$ cat src/rtl/breath_if.sv
// breath_if: control inputs and level/wrap outputs of the breath sequencer.
interface breath_if #(
  parameter int WIDTH    = 8,
  parameter int CHANNELS = 4
);
  logic                      enable;
  logic [1:0]                mode;
  logic [CHANNELS*WIDTH-1:0] level;
  logic [CHANNELS-1:0]       wrap;

  modport master (
    output enable, mode,
    input  level, wrap
  );

  modport slave (
    input  enable, mode,
    output level, wrap
  );
endinterface

$ cat src/rtl/breath_sequencer.sv
// breath_sequencer: multi-channel staggered brightness ramps
// (triangle, sawtooth, hold) stepped by a shared prescaler.
module breath_sequencer #(
  parameter int WIDTH       = 8,
  parameter int CHANNELS    = 4,
  parameter int STEP_TIME   = 16,
  parameter int MIN_LEVEL   = 0,
  parameter int MAX_LEVEL   = 2**WIDTH-1,
  parameter int PHASE_STEPS = 0
) (
  input logic     clk,
  input logic     reset,
  breath_if.slave bus
);
  localparam int PW   = (STEP_TIME > 1) ? $clog2(STEP_TIME) : 1;
  localparam int DMAX = (CHANNELS-1)*PHASE_STEPS;
  localparam int DW   = (DMAX > 0) ? $clog2(DMAX+1) : 1;

  typedef logic [WIDTH-1:0] lvl_t;
  typedef enum logic [1:0] {
    M_TRI  = 2'd0,
    M_SAW  = 2'd1,
    M_HOLD = 2'd2,
    M_RSV  = 2'd3
  } mode_e;
  typedef enum logic {D_UP, D_DN} dir_e;

  localparam lvl_t          LMIN = lvl_t'(MIN_LEVEL);
  localparam lvl_t          LMAX = lvl_t'(MAX_LEVEL);
  localparam logic [PW-1:0] PTOP = PW'(STEP_TIME-1);

  logic [PW-1:0] r_cnt, w_cnt;
  logic          w_tick;
  mode_e         w_mode_in;

  lvl_t          r_lvl  [CHANNELS];
  lvl_t          w_lvl  [CHANNELS];
  dir_e          r_dir  [CHANNELS];
  dir_e          w_dir  [CHANNELS];
  mode_e         r_mode [CHANNELS];
  mode_e         w_mode [CHANNELS];
  logic [DW-1:0] r_dly  [CHANNELS];
  logic [DW-1:0] w_dly  [CHANNELS];
  logic [CHANNELS-1:0] r_wrap, w_wrap;

  assign w_mode_in = mode_e'(bus.mode);
  assign w_tick    = bus.enable && (r_cnt == PTOP);

  always_comb begin
    w_cnt  = r_cnt;
    w_wrap = '0;
    if (bus.enable) w_cnt = w_tick ? '0 : r_cnt + 1'b1;
    for (int k = 0; k < CHANNELS; k++) begin
      w_lvl[k]  = r_lvl[k];
      w_dir[k]  = r_dir[k];
      w_mode[k] = r_mode[k];
      w_dly[k]  = r_dly[k];
      if (w_tick) begin
        if (r_dly[k] != '0) begin
          w_dly[k] = r_dly[k] - 1'b1;
          w_lvl[k] = LMIN;
        end else begin
          unique case (r_mode[k])
            M_TRI: begin
              if (r_dir[k] == D_UP) begin
                w_lvl[k] = r_lvl[k] + 1'b1;
                if (r_lvl[k] == LMAX - 1'b1) w_dir[k] = D_DN;
              end else begin
                w_lvl[k] = r_lvl[k] - 1'b1;
                if (r_lvl[k] == LMIN + 1'b1) begin
                  w_dir[k]  = D_UP;
                  w_wrap[k] = 1'b1;
                  w_mode[k] = w_mode_in;
                end
              end
            end
            M_SAW: begin
              if (r_lvl[k] == LMAX) begin
                w_lvl[k]  = LMIN;
                w_dir[k]  = D_UP;
                w_wrap[k] = 1'b1;
                w_mode[k] = w_mode_in;
              end else begin
                w_lvl[k] = r_lvl[k] + 1'b1;
              end
            end
            M_HOLD, M_RSV: begin
              w_lvl[k]  = LMIN;
              w_dir[k]  = D_UP;
              w_mode[k] = w_mode_in;
            end
            default: ;
          endcase
        end
      end
    end
  end

  always_ff @(posedge clk) begin
    if (reset) begin
      r_cnt  <= '0;
      r_wrap <= '0;
      for (int k = 0; k < CHANNELS; k++) begin
        r_lvl[k]  <= LMIN;
        r_dir[k]  <= D_UP;
        r_mode[k] <= w_mode_in;
        r_dly[k]  <= DW'(k*PHASE_STEPS);
      end
    end else begin
      r_cnt  <= w_cnt;
      r_wrap <= w_wrap;
      for (int k = 0; k < CHANNELS; k++) begin
        r_lvl[k]  <= w_lvl[k];
        r_dir[k]  <= w_dir[k];
        r_mode[k] <= w_mode[k];
        r_dly[k]  <= w_dly[k];
      end
    end
  end

  for (genvar k = 0; k < CHANNELS; k++) begin : g_out
    assign bus.level[k*WIDTH +: WIDTH] = r_lvl[k];
  end
  assign bus.wrap = r_wrap;
endmodule

$ cat src/flat_wrapper.sv
// flat-port wrapper written by rule: the top's interface ports become plain ports
module breath_sequencer_flat 
#(
  parameter int WIDTH       = 8,
  parameter int CHANNELS    = 4,
  parameter int STEP_TIME   = 16,
  parameter int MIN_LEVEL   = 0,
  parameter int MAX_LEVEL   = 2**WIDTH-1,
  parameter int PHASE_STEPS = 0
)
  (clk, reset, bus_enable, bus_mode, bus_level, bus_wrap);
  breath_if #(.WIDTH(WIDTH), .CHANNELS(CHANNELS)) bus_i ();
  input logic clk;
  input logic reset;
  input wire logic [$bits(bus_i.enable)-1:0] bus_enable;
  input wire logic [$bits(bus_i.mode)-1:0] bus_mode;
  output wire logic [$bits(bus_i.level)-1:0] bus_level;
  output wire logic [$bits(bus_i.wrap)-1:0] bus_wrap;
  assign bus_i.enable = bus_enable;
  assign bus_i.mode = bus_mode;
  assign bus_level = bus_i.level;
  assign bus_wrap = bus_i.wrap;
  breath_sequencer #(.WIDTH(WIDTH), .CHANNELS(CHANNELS), .STEP_TIME(STEP_TIME), .MIN_LEVEL(MIN_LEVEL), .MAX_LEVEL(MAX_LEVEL), .PHASE_STEPS(PHASE_STEPS)) u_core (.clk(clk), .reset(reset), .bus(bus_i));
endmodule
$ cat config.mk
export PLATFORM = sky130hd
export DESIGN_NAME = breath_sequencer_flat
export DESIGN_NICKNAME = d
export VERILOG_FILES = /design/src/rtl/breath_if.sv /design/src/rtl/breath_sequencer.sv /design/src/flat_wrapper.sv
export SDC_FILE = /design/constraint.sdc
export NUM_CORES = 1
export LEC_CHECK = 0
export ABC_CLOCK_PERIOD_IN_PS = 2300
export BUFFER_PORTS_ARGS = -buffer_cell sky130_fd_sc_hd__buf_2
export CAP_MARGIN = 20
export CELL_PAD_IN_SITES_DETAIL_PLACEMENT = 0
export CELL_PAD_IN_SITES_GLOBAL_PLACEMENT = 1
export CORE_ASPECT_RATIO = 1.2
export CORE_MARGIN = 3
export CORE_UTILIZATION = 40
export CTS_CLUSTER_DIAMETER = 100
export CTS_CLUSTER_SIZE = 16
export DETAILED_ROUTE_END_ITERATION = 8
export GPL_TIMING_DRIVEN = 0
export PLACE_DENSITY = 0.81
export SKIP_CTS_REPAIR_TIMING = 1
export SLEW_MARGIN = 10
export SYNTH_ARGS = -nofsm -noshare
export SYNTH_HDL_FRONTEND = slang
export SYNTH_SLANG_ARGS = --single-unit
$ cat constraint.sdc
create_clock -name clk -period 2.3 [get_ports clk]
set_input_delay 0.345 -clock clk [delete_from_list [all_inputs] [get_ports clk]]
set_output_delay 0.345 -clock clk [all_outputs]
set_load 0.01 [all_outputs]
==> flow_summary.json, run 1 <==
{
  "gp_congestion": 0.872,
  "cts_buffers": 5,
  "netlist-cell-type-count": 49,
  "nets": 509,
  "synth_mux_area_share_pct": 3.78,
  "maxSlewViolCount": 0,
  "syn-instance-count": 441,
  "cp_max_fo": 9,
  "clock_skew_ns": 0.00546,
  "ir_drop_v": 0.000252,
  "crit_required_ns": 2.54,
  "grt_use_total_pct": 19.9,
  "ctsRootBufferMaster": "clkbuf_8",
  "clk_latency_ns": 0.30,
  "hold_class": "input port to flip-flop",
  "num_rows": 36,
  "synthXorXnorAreaFrac_pct": 1.78,
  "avgSynthCellArea_um2": 7.80,
  "synth_edf_count": 8,
  "drtIter0Drc": 207,
  "drt_wl_total_mm": 9.62,
  "drive_above_1_share_pct": 15.4,
  "synth_top_area_share_pct": 25.6,
  "crit_type": "flip-flop to flip-flop",
  "syn-num-nets": 463,
  "ys_ff_latch": 52,
  "synth_top_family_by_area": "simple AND/OR/NAND/NOR gates",
  "n_antenna_cell": 0,
  "ys_seq_area_share_pct": 32.6,
  "dp_hpwl_mm": 6.87,
  "antenna_found_initial": 0,
  "min_period_over_period_pct": 93.5,
  "io_buffers": 39,
  "place_inst": 594,
  "async_flop_share_pct": 0,
  "initial_utilization_pct": 41.7,
  "drt_first_pass_iters": 6,
  "synth_compound_area_share_pct": 19.5,
  "synth_area_um2": 3440,
  "timing.fmax_mhz": 465,
  "synthFlopType": "dfxtp_1",
  "yosys_warnings": 0,
  "post-route-drc-count": 0,
  "synth_fa_ha_area_share_pct": 6.18,
  "synth_largest_area_cell": "dfxtp_1",
  "yosys-top-cells-area": "dfxtp_1 26%, edfxtp_1 7.0%, a21oi_1 6.3%",
  "grt_pass1_vias": 3263,
  "ant_nets": 0,
  "worst_setup_path_start_kind": "flip-flop",
  "syn_to_final_growth_pct": 12.9,
  "die_h_um": 108,
  "preCtsSetupSlack_ns": -0.325,
  "power.total_mw": 1.57,
  "arrival_ns": 2.39,
  "fin_crit_ns": 2.15,
  "path_cells": "ha_1 -> and3_1 -> a31oi_1 -> nand2_1 -> or3_1 -> a21oi_1",
  "clock-sinks": 52,
  "coreArea_um2": 8240,
  "fin_cells": 602,
  "cap_violations": 0,
  "cts_tree": "yes",
  "setup_viol_count_final": 0,
  "htreeDepth": 2,
  "io_pins": 41,
  "grt_first_pass_wirelength_mm": 15.8,
  "grt_max_degree": 15,
  "viasPerCell": 5.84,
  "tightest_slew_ns": 0.731,
  "hold_violations": 0,
  "vias": 3513,
  "grt_overflow": 0,
  "fin_ws_ns": 0.150,
  "path_clk_slew_ns": 0.09,
  "wl_per_cell_um": 16.0,
  "synth-simple-area-share_pct": 30.5,
  "status": "completed",
  "max-slew-margin-rel_pct": 50.8,
  "p_per_area_nw_per_um2": 405,
  "clockBufferDepth": 2,
  "dpl_cell_area_um2": 3780,
  "critPathSlowestCell": "dfxtp_1",
  "fin_util_pct": 47.1,
  "leakagePower_nw": 1.41,
  "crit_path_end_kind": "flip-flop",
  "cp_slowest_stage_delay_ns": 0.45,
  "die_area_um2": 9750,
  "grt_setup_unrepaired": "false",
  "fin_area_um2": 3880,
  "die_w_um": 90.7
}
## logic make-up (layout without fill, tap and decap cells)
group           after synthesis  count (layout)
compound gates              111             111
mux                          12              12
buf+inv                      48              95
fa+ha+maj                    17              17
xor+xnor                      7               7
simple gates                194             194
flops                        52              52
## critical path, delay by kind of cell, from the launching register on
| kind | cells | cell delay, ns |
|---|---|---|
| DFF | 1 | 0.45 |
| AOI/OAI and AO/OA | 2 | 0.54 |
| and+or+nand+nor | 3 | 0.82 |
| adders and majority gates | 1 | 0.29 |
## cell usage after synthesis, types with 5 or more instances
master     n
a211oi_1   7
a21oi_1   43
a31oi_1   18
and3_1     5
buf_2      5
clkbuf_1  32
dfxtp_1   44
edfxtp_1   8
ha_1      17
inv_1     10
mux2_2     8
nand2_1   31
nand2b_1   5
nand3_1   23
nand4_1   12
nor2_1    39
nor2b_1    7
nor3_1    21
nor3b_1    6
nor4_1    11
o21ai_0   25
or3_1      9
or4_1      9
## flip-flops by register name, summed over array words and instances, names as in the netlist
name	flops
u_core.r_dir	4
u_core.r_lvl	32
u_core.r_mode	8
u_core.r_cnt	4
u_core.bus.wrap	4
## layer usage
layer	part of all wire (%)	GRT usage (%)	vias to the layer above
li1	-	-	1725
met1	46	25.6	1645
met2	47	34.5	123
met3	5.3	3.22	20
met4	1.5	5.80	0
met5	0	0	-
## report_power, final
group | total, mW | leakage (nW) | switching, mW | internal, mW
logic | 0.0814 | 0.931 | 0.0564 | 0.0250
clock network | 0.548 | 0.0455 | 0.301 | 0.247
registers | 0.942 | 0.432 | 0.00731 | 0.935
## layout by cell type (no fill, tap or decap), types with 2 or more instances in the layout
cell type,synthesis,layout
and4_1,3,3
nand4_1,12,12
a31oi_1,18,18
buf_2,5,44
o21a_1,2,2
or4_1,9,9
mux2i_1,4,4
a2111oi_2,2,2
nor3b_1,6,6
xnor2_1,3,3
xor2_1,4,4
and2_1,3,3
clkbuf_8,0,6
inv_1,10,10
mux2_2,8,8
o21ai_0,25,25
a211oi_1,7,7
ha_1,17,17
clkbuf_2,0,4
a21oi_1,43,43
and3_1,5,5
a311oi_1,4,4
nor4_1,11,10
a41oi_1,2,2
clkbuf_1,32,30
nand2b_1,5,5
nor3_1,21,21
edfxtp_1,8,8
nand3_1,23,23
nand2_1,31,31
nor2_1,39,39
or3_1,9,9
nand3b_1,2,2
nor2b_1,7,7
dfxtp_1,44,44
## metrics by stage
stage | setup TNS (ns) | hold WS (ns)
floorplan | 0 | 0.429
global placement | -2.87 | 0.439
detailed placement | -2.92 | 0.467
CTS | -3.22 | 0.265
global route | 0 | 0.271
finish | 0 | 0.268
## cell type report
| type | instances | area (um2) |
|---|---|---|
| fill | 850 | 4360 |
| tap | 114 | 143 |
| multi-input combinational | 341 | 2130 |
| sequential | 52 | 1120 |
| inverter | 10 | 37.5 |
| buffer | 38 | 161 |
| clock buffer | 8 | 90.1 |
| timing repair buffer | 39 | 195 |
## worst paths after layout
| check | start | endpoint | slack (ns) | cells past startpoint |
|---|---|---|---|---|
| setup / recovery | u_core.r_lvl[0][16] | u_core.r_lvl[0][20] | 0.15 | 6 |
| setup reg to reg | u_core.r_lvl[0][16] | u_core.r_lvl[0][20] | 0.15 | 6 |
| hold reg to reg | u_core.r_dir[0][3] | u_core.r_dir[0][3] | 0.48 | 2 |
| hold / removal | bus_mode[1] | u_core.r_mode[0][1] | 0.27 | 1 |
Power figures use the tool's default switching activity.
==> run 2: changes to the inputs <==
- CORE_MARGIN: 3 -> default
- PLACE_DENSITY: 0.81 -> 0.72
==> flow_summary.json, run 2 (same netlist as run 1, synthesis figures left out) <==
{
  "nets": 509,
  "hold_class": "input port to flip-flop",
  "startpoint": "u_core.r_lvl[0][16]",
  "io_pins": 41,
  "hold_violations": 0,
  "timing.rr.start": "u_core.r_lvl[0][16]",
  "initial_utilization_pct": 41.7,
  "cap_violations": 0,
  "setup_viol_count_final": 0,
  "nFillCells": 870,
  "p_int_mw": 1.17,
  "reg2reg_depth": 6,
  "p_per_area_nw_per_um2": 404,
  "n_antenna_cell": 0,
  "post-route-drc-count": 0,
  "grt_pass1_vias": 3162,
  "p_seq_share_pct": 60.1,
  "die_area_um2": 8980,
  "fin_crit_ns": 2.13,
  "die_w_um": 86.7,
  "grt_first_pass_wirelength_mm": 16.2,
  "clock-sinks": 52,
  "tightest_slew_ns": 0.748,
  "crit_required_ns": 2.54,
  "grt_overflow": 0,
  "dpl_cell_area_um2": 3780,
  "timing.fmax_mhz": 469,
  "io_buffers": 39,
  "r2r-end": "u_core.r_lvl[0][19]",
  "antenna_found_initial": 0,
  "layout_common_cells": "44 x buf_2, 44 x dfxtp_1, 43 x a21oi_1",
  "maxSlewViolCount": 0,
  "num_rows": 36,
  "leakagePower_nw": 1.42,
  "gp_congestion": 0.838,
  "coreArea_um2": 8240,
  "ctsRootBufferMaster": "clkbuf_8",
  "grt_use_total_pct": 23.0,
  "drtIter0Drc": 171,
  "fin_ws_ns": 0.168,
  "syn_to_final_growth_pct": 12.9,
  "viasPerCell": 5.77,
  "cp_max_fo": 9,
  "htreeDepth": 2,
  "cts_buffers": 5,
  "clock_skew_ns": 0.00990,
  "clockBufferDepth": 2,
  "min_period_over_period_pct": 92.7,
  "reg2reg_slack_ns": 0.17,
  "drt_wl_total_mm": 9.97,
  "max-slew-margin-rel_pct": 50.0,
  "dp_hpwl_mm": 6.94,
  "vias": 3475,
  "pwr-share-comb_pct": 5.3,
  "top_regs": "u_core.r_lvl: 32 flops, u_core.r_mode: 8 flops",
  "worst_setup_path_start_kind": "flip-flop",
  "clk_latency_ns": 0.31,
  "crit_type": "flip-flop to flip-flop",
  "drt_first_pass_iters": 4,
  "cts_tree": "yes",
  "whs_ns": 0.270,
  "ir_drop_v": 0.000271,
  "endpoint": "u_core.r_lvl[0][19]",
  "preCtsSetupSlack_ns": -0.299,
  "largest_reg_flops": 32,
  "crit_path_end_kind": "flip-flop",
  "grt_setup_unrepaired": "false",
  "status": "completed",
  "power_frac_clock_pct": 34.5,
  "ant_nets": 0,
  "grt_max_degree": 17,
  "path_clk_slew_ns": 0.11,
  "switchingPower_mw": 0.393,
  "drive_above_1_share_pct": 16.2,
  "arrival_ns": 2.37,
  "top_register": "u_core.r_lvl",
  "swShare_pct": 25.1,
  "die_h_um": 104,
  "wl_per_cell_um": 16.6,
  "fin_area_um2": 3880,
  "power.total_mw": 1.57
}
-- run 2: changes by cell type in the layout (fill, tap and decap cells not counted), sizes merged --
cell | before | now
clkinv | 0 | 3
clkbuf | 40 | 37
-- run 2: power groups by stage --
stage,clock network [mW],logic (mW),registers (mW)
CTS,0.560,0.0832,0.942
global route,0.593,0.0931,0.944
global placement,0,0.0815,0.963
detailed placement,0,0.0826,0.963
finish,0.541,0.0834,0.942
floorplan,0,0.0544,0.962
-- run 2: worst min-delay path by stage --
stage / startpoint / to / slack, ns / cells past startpoint
finish: bus_mode[0] / u_core.r_mode[0][2] / 0.27 / 1
CTS: bus_mode[0] / u_core.r_mode[0][2] / 0.27 / 1
detailed placement: u_core.r_dir[0][3] / u_core.r_dir[0][3] / 0.45 / 2
global route: bus_mode[0] / u_core.r_mode[0][0] / 0.27 / 1
global placement: u_core.r_dir[0][3] / u_core.r_dir[0][3] / 0.45 / 2
floorplan: u_core.r_dir[0][3] / u_core.r_dir[0][3] / 0.43 / 2
-- run 2: worst max-delay path, cell delays in order, from the launching register on --
cell and delay [ns]:
dfxtp_1 0.44, ha_1 0.28, and3_1 0.23, a31oi_1 0.40, nand2_1 0.20, or3_1 0.37, a21oi_1 0.13
-- run 2: cell type report --
type,count,area [um2],share of cell area (%)
multi-input combinational,341,2130,55.0
sequential,52,1120,28.9
timing repair buffer,39,195,5.03
buffer,38,164,4.22
tap,114,143,3.67
clock buffer,5,68.8,1.77
inverter,10,37.5,0.967
clock inverter,3,18.8,0.483
-- run 2: routing by layer --
layer	track usage, %	wire (um)
met1	31.5	4640
met2	38.2	4800
met3	2.15	407
met4	6.19	123
met5	0	0
-- run 2: through the flow --
| step | util, % | setup TNS (ns) | std cells |
|---|---|---|---|
| 6_report | 47.1 | 0 | 602 |
| 3_5_place_dp | 45.8 | -2.64 | 594 |
| 2_1_floorplan | - | 0 | 441 |
| 5_1_grt | 47.1 | 0 | 602 |
| 3_3_place_gp | 45.8 | -2.26 | 594 |
| 4_1_cts | 46.9 | -3.21 | 602 |
